===== src/rtl/wb_regfile.sv =====
// rtl/wb_regfile.sv - write-back select, architectural register file and commit counter
// Register 0 reads as zero and is never written; read ports bypass the pending write.
module wb_regfile #(
  parameter int DATA_W = 32,
  parameter int ADDR_W = 5
) (
  input  logic              clk,
  input  logic              rst,
  input  logic              mem_to_reg,
  input  logic              reg_write,
  input  logic [DATA_W-1:0] read_data,
  input  logic [DATA_W-1:0] alu_result,
  input  logic [ADDR_W-1:0] dest_reg,
  input  logic [ADDR_W-1:0] rs_addr,
  input  logic [ADDR_W-1:0] rt_addr,
  output logic [DATA_W-1:0] rs_data,
  output logic [DATA_W-1:0] rt_data,
  output logic [DATA_W-1:0] wb_data,
  output logic              wb_valid,
  output logic [31:0]       commit_count
);

  localparam int NREG = 1 << ADDR_W;

  // Entry 0 exists only to keep indexing in range; it stays at its reset value of zero.
  logic [DATA_W-1:0] regs [NREG];
  logic [31:0]       count_q;

  assign wb_data  = mem_to_reg ? read_data : alu_result;
  assign wb_valid = reg_write && (dest_reg != '0);

  always_ff @(posedge clk or posedge rst) begin
    if (rst) begin
      for (int i = 0; i < NREG; i++) begin
        regs[i] <= '0;
      end
      count_q <= '0;
    end else if (wb_valid) begin
      regs[dest_reg] <= wb_data;
      count_q        <= count_q + 32'd1;
    end
  end

  assign rs_data = (rs_addr == '0)                     ? '0 :
                   (wb_valid && (dest_reg == rs_addr)) ? wb_data :
                                                         regs[rs_addr];
  assign rt_data = (rt_addr == '0)                     ? '0 :
                   (wb_valid && (dest_reg == rt_addr)) ? wb_data :
                                                         regs[rt_addr];

  assign commit_count = count_q;

endmodule


===== config.mk =====
export PLATFORM = sky130hd
export DESIGN_NAME = wb_regfile
export DESIGN_NICKNAME = d
export VERILOG_FILES = /design/src/rtl/wb_regfile.sv
export SDC_FILE = /design/constraint.sdc
export NUM_CORES = 2
export LEC_CHECK = 0
export BUFFER_PORTS_ARGS = -buffer_cell sky130_fd_sc_hd__buf_2
export CORE_MARGIN = 1
export CORE_UTILIZATION = 38
export CTS_CLUSTER_DIAMETER = 50
export DETAILED_ROUTE_END_ITERATION = 8
export GPL_ROUTABILITY_DRIVEN = 0
export SLEW_MARGIN = 15
export SYNTH_ARGS = -nofsm -noshare
export SYNTH_HDL_FRONTEND = slang
export SYNTH_SLANG_ARGS = --single-unit
export TNS_END_PERCENT = 1

===== constraint.sdc =====
create_clock -name clk -period 34.5 [get_ports clk]
set_input_delay 1.725 -clock clk [delete_from_list [all_inputs] [get_ports clk]]
set_output_delay 1.725 -clock clk [all_outputs]
set_load 0.02 [all_outputs]

# After elaboration in Yosys (flattened, before gate mapping)
# Cells that the tools add are included.
dict set report totals {
  regBits 1056
  inputBits 83
}
dict set report classes {
  n_bitwise 3
  n_mux 14
  n_lt_le_gt_ge 4
  add_sub_neg 1
  n_reduce_logical 7
  n_eq_ne 2
}
# cell n
set ops {}
lappend ops {{1024-bit bitwise mux} 1}
lappend ops {{32-bit binary-select mux with 5-bit select} 2}
lappend ops {{32-bit 2-to-1 mux} 10}
lappend ops {{32-bit demux with 5-bit select} 1}
lappend ops {{32-bit by 1-bit adder with 32-bit output, second input constant} 1}
lappend ops {{6-bit greater-or-equal comparator, second input constant} 3}
lappend ops {{5-bit inverter with 6-bit output} 3}
lappend ops {{5-bit == test} 2}
lappend ops {{5-bit zero test} 2}
lappend ops {{6-bit by 1-bit less-than comparator with 1-bit output, second input constant} 1}
lappend ops {{5-bit nonzero test} 1}
lappend ops {{1-bit logical AND} 4}

# Longest topological paths before layout
dict set report logic_depth {
  word_depth 6
  ltp_mapped 10
  mapped_depth_nobuf 6
}

# Worst setup path before layout
# OpenSTA, ideal clock, no wires.
dict set report synth_timing {
  kind {input-to-output}
  startpoint {input port dest_reg[1]}
  endpoint {output port rt_data[0]}
  path_slack_ps 28812
  stages 7
  t_arrival_ps 3963
  t_required_ps 32775
  path_buffers 2
  cell_sequence {buf_2 xor2_1 nor3_2 a41o_1 clkbuf_1 nor2_1 a2111oi_0}
}
dict set report synth_via {
  elab_chain_len 5
  word_cells_on_any_way 6
  cone_classes {eq/ne: 1; mux: 2; reduce/logical: 3}
}
# element line
set synth_lines {}
lappend synth_lines {{start: declaration} 13} ;# input logic [ADDR_W-1:0] dest_reg,
lappend synth_lines {{5-bit nonzero test} 30} ;# assign wb_valid = reg_write && (dest_reg != '0);
lappend synth_lines {{1-bit logical AND} 30}
lappend synth_lines {{1-bit logical AND *} 48} ;# (wb_valid && (dest_reg == rt_addr)) ? wb_data :
lappend synth_lines {{32-bit 2-to-1 mux *} 48}
lappend synth_lines {{32-bit 2-to-1 mux *} 47} ;# assign rt_data = (rt_addr == '0) ? '0 :
lappend synth_lines {{end: declaration} 17} ;# output logic [DATA_W-1:0] rt_data,
# Every way passes the cells marked *; elsewhere a longest branch is shown, timed or not.

# Worst setup path in the final report
dict set report layout_timing {
  startpoint {input port rs_addr[1]}
  endpoint {output port rs_data[13]}
}
dict set report layout_via {
  elab_chain_len 6
  word_cells_on_any_way 9
  cone_classes {eq/ne: 1; mux: 5; bitwise: 1; reduce/logical: 2}
}
# element line
set layout_lines {}
lappend layout_lines {{start: declaration} 14} ;# input logic [ADDR_W-1:0] rs_addr,
lappend layout_lines {{5-bit inverter with 6-bit output (not written as such)} 46} ;# regs[rs_addr];
lappend layout_lines {{32-bit binary-select mux with 5-bit select} 46}
lappend layout_lines {{32-bit 2-to-1 mux (not written as such) (2 in series)} 46}
lappend layout_lines {{32-bit 2-to-1 mux} 45} ;# (wb_valid && (dest_reg == rs_addr)) ? wb_data :
lappend layout_lines {{32-bit 2-to-1 mux *} 44} ;# assign rs_data = (rs_addr == '0) ? '0 :
lappend layout_lines {{end: declaration} 16} ;# output logic [DATA_W-1:0] rs_data,
# Every way passes the cells marked *; elsewhere a longest branch is shown, timed or not. The select of a mux whose other input is x is not followed.

==> flow_metrics.tcl <==
set metrics [dict create \
    status "complete, no violations" \
    min_period_over_period_pct 22.6 \
    viasPerCell 6.17 \
    finalMaxSlewViolations 0 \
    wl_mm 198 \
    multi_input_area_sq_um 26600 \
    drive_gt1_share_pct 21.9 \
    overflow 0 \
    grt_max_degree 146 \
    vdd_drop_max_mv 0.0523 \
    ctsHoldBuffers 0 \
    cp.arrival_ns 6.07 \
    synth.distinct_cells 69 \
    hold_class "flip-flop to flip-flop" \
    final_common_cell "dfrtp_1" \
    syn_inst 5003 \
    synth-xor-area-share_pct 0.654 \
    root_buffer "clkbuf_16" \
    cts_tree "built" \
    area_growth_pct 12.6 \
    cts_made_buffers 120 \
    layout_setup_ws_ns 26.71 \
    pin_count 212 \
    hold-worst-slack_ns 0.396 \
    synthArstFlopShare_pct 100 \
    dieHeight_microns 382 \
    post_cts_resized 0 \
    clock_latency_ns 0.74 \
    rsz0062_at_grt "no" \
    ys_seq_elements 1056 \
    drtIter0Drc 4906 \
    tns_ns 0 \
    power.density_nw_per_um2 62.9 \
    groute.usage.overall_pct 27.0 \
    finalHoldViolCount 0 \
    pre_cts_slack_ns 26.82 \
    startpoint_type "input pin" \
    yosys.area_share.simple_pct 9.34 \
    synth_area_sq_um 54900 \
    clock_path_buffers 3 \
    vias 42676 \
    yosys_warnings 0 \
    end_kind "output port" \
    die_area_sq_um 146000 \
    die_w_microns 382 \
    grt_pass1_wl_mm 289 \
    final_cell_mix "1056 x dfrtp_1, 682 x nand2_1, 440 x nor2_1, 433 x mux4_2, 406 x a21oi_1" \
    crit_fanout 61 \
    seqCellArea_sq_um 26400 \
    fin_util_pct 43.1 \
    grt_pass1_vias 41270 \
    synthMuxAreaShare_pct 22.2 \
    dr.pass1.iters 6 \
    stdcell_area_sq_um 61800 \
    synth_top_family_by_area "multiplexers" \
    tightestPinTransition_ns 1.20 \
    coreArea_sq_um 143000 \
    cts.clk_slew.worst_paths_ns 0.06 \
    initial_core_util_pct 38.3 \
    detail_route.wl_per_cell_microns 28.6 \
    cts_setup_buffers 0 \
    fmax_mhz 128 \
    fin_skew_ns 0.0243 \
    nNetsFinal 4993 \
    htreeDepth 3 \
    synth_compound_area_share_pct 15.0 \
    worstSetupPathType "input pin to output port" \
    cap_viol_max_count 0 \
    drc 0 \
    ys.flop_type "dfrtp_1" \
    synthesis.nets 5087 \
    seq_area_frac_synth_pct 48.1 \
    antenna_found_initial 12 \
    avgSynthCellArea_sq_um 11.0 \
    leakagePower_uw 0.0265 \
    synth_edf_count 0 \
    rows 139 \
    min_period_ns 7.79 \
    io_buffers 211 \
    ant_nets 0 \
    required_ns 32.78 \
    clkSinkCount 1056 \
    setup_viol 0 \
    slew_headroom_pct 18.3 \
    fillers 13457 \
    synthAdderAreaFrac_pct 0.0228 \
    place_area_sq_um 57600 \
    dp_hpwl_mm 112 \
]
metal layers:
layer	wire, microns	part of all wire (%)	vias to the layer above	GRT usage, %
met5	93	0.047	-	0
met4	7350	3.7	12	9.47
met3	21400	11	492	7.65
met2	88200	45	2349	40.2
met1	81000	41	21754	37.5
li1	-	-	18069	-
cell families after synthesis:
logic type,count (synthesis)
flops,1056
simple gates,1281
fa+ha+maj,1
buf+inv,581
mux,674
xor+xnor,41
compound gates,1369
cell type report:
cell class | count | share of cell area, %
clock buffer | 156 | 5.42
timing repair buffer | 325 | 3.27
inverter | 40 | 0.257
clock inverter | 67 | 1.40
tap | 1903 | 3.85
antenna | 4 | 0.0162
multi-input combinational | 3366 | 43.1
sequential | 1056 | 42.7
sequential cells by signal (all words and copies together), names as in the netlist:
| name | cells |
|---|---|
| commit_count | 32 |
| regs | 1024 |
through the flow:
stage / power (uW) / cells
global placement: 2500 / 6690
detailed placement: 2530 / 6690
global route: 4060 / 6913
CTS: 3890 / 6913
finish: 3890 / 6917
floorplan: 2270 / 5003
cells in the mapped netlist (6+ instances only):
library cell	count	share of area (%)
dfrtp_1	1056	48
nand2_1	695	4.7
nor2_1	454	3.1
mux4_2	433	18
a21oi_1	406	3.7
clkbuf_1	361	2.5
o21ai_0	318	2.9
o21ai_1	307	2.8
mux2i_1	235	4.3
buf_2	108	0.98
a22o_1	55	0.88
a22oi_1	48	0.66
buf_4	44	0.60
a211oi_1	36	0.49
inv_1	36	0.25
o22ai_1	36	0.41
nand3_1	34	0.31
o221ai_1	32	0.51
xnor2_1	31	0.49
o32ai_2	29	0.86
and3_1	24	0.27
a211o_1	22	0.35
nor3_1	17	0.15
a221oi_1	15	0.24
buf_6	14	0.29
buf_1	12	0.082
nand4_1	11	0.13
xor2_1	10	0.16
a2111oi_2	9	0.25
a221o_1	9	0.16
a2111oi_0	8	0.13
nor2b_1	8	0.091
o211ai_1	6	0.082
or3_1	6	0.068
critical path, cell delays in order:
cell	delay [ns]
buf_8	0.38
buf_4	0.74
buf_4	0.72
buf_4	0.68
mux4_2	0.34
a22o_1	0.14
a211oi_1	0.06
o32ai_2	0.77
buf_2	0.30
where the power goes:
part / switching [uW] / internal, uW / total, uW
clock network: 557 / 814 / 1370
logic: 429 / 395 / 824
registers: 202 / 1490 / 1700
final timing paths:
| kind | from | endpoint | slack, ns | cells past startpoint |
|---|---|---|---|---|
| setup / recovery | rs_addr[1] | rs_data[13] | 26.71 | 9 |
| hold / removal | regs[1009] | regs[1009] | 0.40 | 0 |
| setup reg to reg | commit_count[2] | commit_count[25] | 32.25 | 5 |
| hold reg to reg | regs[1009] | regs[1009] | 0.40 | 0 |
| max in group asynchronous | rst | regs[416] | 30.17 | 5 |
| min in group asynchronous | rst | regs[731] | 1.18 | 2 |
Note: power is estimated with default switching activity, not from simulation.
